`src/rtl/scrypt_pkg.sv`:
```
// scrypt_pkg: shared receive-FSM states, UART width and command-byte constants for the Scrypt hasher
package scrypt_pkg;
  localparam int UART_DATA_BITS = 8;
  localparam logic [7:0] CMD_ALL     = 8'h01;
  localparam logic [7:0] CMD_VERSION = 8'h02;
  localparam logic [7:0] CMD_PREV    = 8'h04;
  localparam logic [7:0] CMD_MERKLE  = 8'h08;
  localparam logic [7:0] CMD_TIME    = 8'h10;
  localparam logic [7:0] CMD_BITS    = 8'h20;
  localparam logic [7:0] CMD_TAIL    = 8'h40;
`ifdef UART_RX_PARITY_EN
  typedef enum logic [2:0] {RX_IDLE, RX_START, RX_DATA, RX_PARITY, RX_STOP, RX_DONE, RX_BREAK} rxStateType;
`else
  typedef enum logic [2:0] {RX_IDLE, RX_START, RX_DATA, RX_STOP, RX_DONE, RX_BREAK} rxStateType;
`endif
endpackage

```
`src/rtl/rx_sync_edge.sv`:
```
// rx_sync_edge: 2-flop synchronizer with falling-edge pulse; resets to line-high
// ports: clk, n_rst (async, active-low), line_in (async line) -> line_sync, fall_edge
module rx_sync_edge (
  input  logic clk,
  input  logic n_rst,
  input  logic line_in,
  output logic line_sync,
  output logic fall_edge
);
  logic [1:0] sync;
  logic prev;
  always_ff @(posedge clk or negedge n_rst) begin
    if (!n_rst) begin
      sync <= 2'b11;
      prev <= 1'b1;
    end else begin
      sync <= {sync[0], line_in};
      prev <= sync[1];
    end
  end
  assign line_sync = sync[1];
  assign fall_edge = prev & ~sync[1];
endmodule

```
`src/rtl/uart_rx_frame.sv`:
```
// uart_rx_frame: UART 8N1 receiver (8E1 when UART_RX_PARITY_EN is defined) delivering bytes with a notify strobe
// ports: clk, n_rst (async, active-low), serial_in (idle high) -> rx_data[7:0] (last good byte),
//        rx_notify / framing_error / parity_error (one-cycle registered pulses)
module uart_rx_frame
  import scrypt_pkg::*;
#(
  parameter int CLKS_PER_BIT = 16
) (
  input  logic                      clk,
  input  logic                      n_rst,
  input  logic                      serial_in,
  output logic [UART_DATA_BITS-1:0] rx_data,
  output logic                      rx_notify,
  output logic                      framing_error,
  output logic                      parity_error
);
  localparam int HALF = CLKS_PER_BIT / 2;
  localparam int CW = $clog2(CLKS_PER_BIT);
  rxStateType state, state_n;
  logic [CW-1:0] cnt;
  logic [2:0] bit_idx;
  logic [UART_DATA_BITS-1:0] shreg;
  logic line_sync, fall_edge, sample, bit_end, par_ok;
  rx_sync_edge u_sync (
    .clk      (clk),
    .n_rst    (n_rst),
    .line_in  (serial_in),
    .line_sync(line_sync),
    .fall_edge(fall_edge)
  );
  assign bit_end = cnt == CW'(CLKS_PER_BIT - 1);
  always_comb begin
    sample  = 1'b0;
    state_n = state;
    case (state)
      RX_IDLE:  state_n = fall_edge ? RX_START : RX_IDLE;
      RX_START: begin
        sample  = cnt == CW'(HALF - 1);
        state_n = !sample ? RX_START : line_sync ? RX_IDLE : RX_DATA;
      end
      RX_DATA: begin
        sample = bit_end;
`ifdef UART_RX_PARITY_EN
        state_n = (sample && bit_idx == 3'(UART_DATA_BITS - 1)) ? RX_PARITY : RX_DATA;
`else
        state_n = (sample && bit_idx == 3'(UART_DATA_BITS - 1)) ? RX_STOP : RX_DATA;
`endif
      end
`ifdef UART_RX_PARITY_EN
      RX_PARITY: begin
        sample  = bit_end;
        state_n = sample ? RX_STOP : RX_PARITY;
      end
`endif
      RX_STOP: begin
        sample  = bit_end;
        state_n = !sample ? RX_STOP : !line_sync ? RX_BREAK : par_ok ? RX_DONE : RX_IDLE;
      end
      RX_DONE:  state_n = RX_IDLE;
      RX_BREAK: state_n = line_sync ? RX_IDLE : RX_BREAK;
      default:  state_n = RX_IDLE;
    endcase
  end
  always_ff @(posedge clk or negedge n_rst) begin
    if (!n_rst) begin
      state         <= RX_IDLE;
      cnt           <= '0;
      bit_idx       <= '0;
      shreg         <= '0;
      rx_data       <= '0;
      rx_notify     <= 1'b0;
      framing_error <= 1'b0;
    end else begin
      state         <= state_n;
      cnt           <= (sample || state_n != state) ? '0 : cnt + 1'b1;
      bit_idx       <= state != RX_DATA ? '0 : sample ? bit_idx + 1'b1 : bit_idx;
      shreg         <= (sample && state == RX_DATA) ? {line_sync, shreg[UART_DATA_BITS-1:1]} : shreg;
      rx_notify     <= state_n == RX_DONE;
      rx_data       <= state_n == RX_DONE ? shreg : rx_data;
      framing_error <= sample && state == RX_STOP && !line_sync;
    end
  end
`ifdef UART_RX_PARITY_EN
  // par_ok is latched at the parity sample so STOP can rank framing above parity
  always_ff @(posedge clk or negedge n_rst) begin
    if (!n_rst) begin
      par_ok       <= 1'b1;
      parity_error <= 1'b0;
    end else begin
      par_ok       <= (sample && state == RX_PARITY) ? line_sync == ^shreg : par_ok;
      parity_error <= sample && state == RX_STOP && line_sync && !par_ok;
    end
  end
`else
  assign par_ok       = 1'b1;
  assign parity_error = 1'b0;
`endif
endmodule

```
`config.mk`:
```
export PLATFORM = sky130hd
export DESIGN_NAME = uart_rx_frame
export DESIGN_NICKNAME = d
export VERILOG_FILES = /design/src/rtl/scrypt_pkg.sv /design/src/rtl/rx_sync_edge.sv /design/src/rtl/uart_rx_frame.sv
export SDC_FILE = /design/constraint.sdc
export NUM_CORES = 1
export LEC_CHECK = 0
export ABC_AREA = 1
export BUFFER_PORTS_ARGS = -buffer_cell sky130_fd_sc_hd__buf_2
export CAP_MARGIN = 20
export CORE_AREA = 2 2 61 63
export DETAILED_ROUTE_END_ITERATION = 16
export DIE_AREA = 0 0 63 65
export PLACE_DENSITY_LB_ADDON = 0.2
export SYNTH_ARGS = -nofsm -noshare
export SYNTH_HDL_FRONTEND = slang
export SYNTH_SLANG_ARGS = --single-unit
```
`constraint.sdc`:
```
create_clock -name clk -period 1.9 [get_ports clk]
set_clock_uncertainty 0.1 [all_clocks]
set_input_delay 0 -clock clk [delete_from_list [all_inputs] [get_ports clk]]
set_output_delay 0 -clock clk [all_outputs]
set_load 0.05 [all_outputs]
```
==> impl_metrics.yaml <==
outcome:
  outcome: "finished, final reports clean"
die:
  chipHeight_um: 65
  dieArea_um2: 4100
  rows: 22
  coreArea_um2: 3500
  ios: 14
  die-width_um: 63
  start_util: 0.427
clock_tree:
  post_cts_buffers: 0
  postCtsHoldBufs: 2
  postCtsResizedCells: 0
  htreeDepth: 2
  cts_buffers: 5
  cts_root_buffer: "clkbuf_4"
  clock_sinks: 31
  clk_latency_ps: 320
  cts_tree: "done"
  clock_path_buffers: 2
  clkTransAtPathRegs_ps: 90
drt:
  finalWirelength_um: 2350
  ant_nets: 0
  drt_pass1_iterations: 4
  avgViaCountPerCell: 4.39
  drt_iter0_markers: 59
  wl_per_cell_um: 11.0
  vias: 936
  drc: 0
sta:
  rsz0062_at_grt: "no"
  min_period_over_period: 0.912
  setup_tns_ps: 0
  min_period_ps: 1730
  report.final.setup_viol: 0
  slew_violations: 0
  tightest_slew_ps: 667
  clock.fmax_mhz: 577
  hold_viol: 0
  timing.hold.ws_ps: 142
  timing.slew.headroom: 0.556
cells_and_area:
  drive_gt1_frac: 0.370
  antenna_cells: 0
  register_area_um2: 779
  nets: 170
  fill_cells: 359
  final_cell_mix: "nand2_1, dfrtp_1, o21ai_2"
  area_growth_pct: 10.1
  multi_input_area_um2: 608
yosys:
  postSynthCellCount: 146
  synthesis.area_um2: 1490
  synth-seq-area-share: 0.522
  synthesis.nets: 152
  synth-seq-cells: 31
  ys_types: 26
  ys_warn_count: 0
  avgSynthCellArea_um2: 10.2
critical_path:
  crit-reg2reg-launch: "cnt[0]"
  start_kind: "flip-flop"
  required_ps: 2020
  worstRegToRegCells: 10
  r2r_slack_ps: 170
  crit_type: "reg -> reg"
  worstPathArrival_ps: 1850
  endpoint_kind: "flip-flop"
  r2r-end: "rx_data[0]"
  crit_path_max_fanout: 16
global_route:
  grt_usage: 0.142
  antenna_found_initial: 0
  overflow: 0
  grt_pass1_wl_um: 4300
  grt_max_degree: 32
  grt_pass1_vias: 937
pwr:
  ir_worst_vdd_mv: 0.435
  leakagePower_nw: 0.837
  power_density_nw_per_um2: 930
place:
  dp_hpwl_um: 1720
  gp_congestion: 0.838
  portBuffers: 12
worst_hold_path:
  hp-class: "in -> async"
job:
  timing.max_cap.violations: 0
worst max-delay path, cell delays in order (launching register included):
cell and delay [ps]:
dfrtp_1 380, ha_1 280, nand3_4 130, inv_1 90, nand3_2 80, nand2_2 110
nor2_4 40, nand2_4 190, inv_1 90, nand2_1 80, nand2_2 40
kinds of logic (layout without fill, tap and decap cells):
logic type / after synthesis / in the layout / synth area share
AOI/OAI and AO/OA: 20 / 20 / 0.119
xor gates and xnor gates: 2 / 2 / 0.0117
adders and majority gates: 3 / 3 / 0.0251
buffers and inverters: 21 / 40 / 0.0712
DFF: 31 / 31 / 0.522
other: 1 / 1 / 0.00251
and+or+nand+nor: 68 / 68 / 0.249
cell usage after synthesis (all sizes together):
cell type,n,area share
nand2,39,0.13
dfrtp,28,0.47
o21ai,19,0.11
inv,18,0.045
nor2,18,0.060
nand3,9,0.054
buf,3,0.026
dfstp,3,0.053
ha,3,0.025
and3,1,0.0042
conb,1,0.0025
nand4,1,0.0042
o211ai,1,0.0050
xnor2,1,0.0059
xor2,1,0.0059
how the worst max path moves through the flow:
stage / startpoint / to / slack [ps] / cells past startpoint
floorplan: cnt[0] / rx_data[5] / 280 / 10
global placement: cnt[0] / shreg[1] / 220 / 8
detailed placement: cnt[0] / rx_data[0] / 180 / 10
CTS: cnt[0] / rx_data[0] / 150 / 10
global route: cnt[0] / shreg[5] / 10 / 8
finish: cnt[0] / rx_data[0] / 170 / 10
power breakdown:
part           total, W  switching [W]  leakage (nW)  internal, W
Sequential     0.000795      0.0000767         0.416     0.000718
Clock          0.000356       0.000212        0.0293     0.000144
Combinational  0.000380       0.000236         0.392     0.000143
layout make-up:
type	instances	area share
well taps	48	0.0365
inverters	18	0.0411
clock inverters	1	0.00304
multi-input cells	94	0.370
repair buffers	14	0.0487
clock buffers	7	0.0274
flip-flops and latches	31	0.474
metal layers:
layer | GRT usage | up-vias | wire length (µm)
met3 | 0.0521 | 2 | 86
met4 | 0.0750 | 0 | 29
met2 | 0.227 | 13 | 1120
met1 | 0.166 | 431 | 1110
li1 | - | 490 | -
met5 | 0 | - | 0
per-stage QoR:
| step | std cells | worst slack [ps] | cell area (µm²) | power [W] | util |
|---|---|---|---|---|---|
| after floorplan | 146 | 276 | 1490 | 0.00112 | - |
| after global placement | 203 | 217 | 1580 | 0.00119 | 0.451 |
| after global routing | 213 | 9.93 | 1650 | 0.00165 | 0.471 |
| after CTS | 213 | 148 | 1650 | 0.00157 | 0.471 |
| final | 213 | 167 | 1650 | 0.00153 | 0.471 |
| after detailed placement | 203 | 176 | 1580 | 0.00119 | 0.451 |
state kept, by name, indices dropped and copies added, names as in the netlist:
signal         count
rx_data            8
shreg              8
cnt                4
bit_idx            3
state              3
u_sync.sync        2
framing_error      1
rx_notify          1
u_sync.prev        1
(Power assumes the default switching activity.)
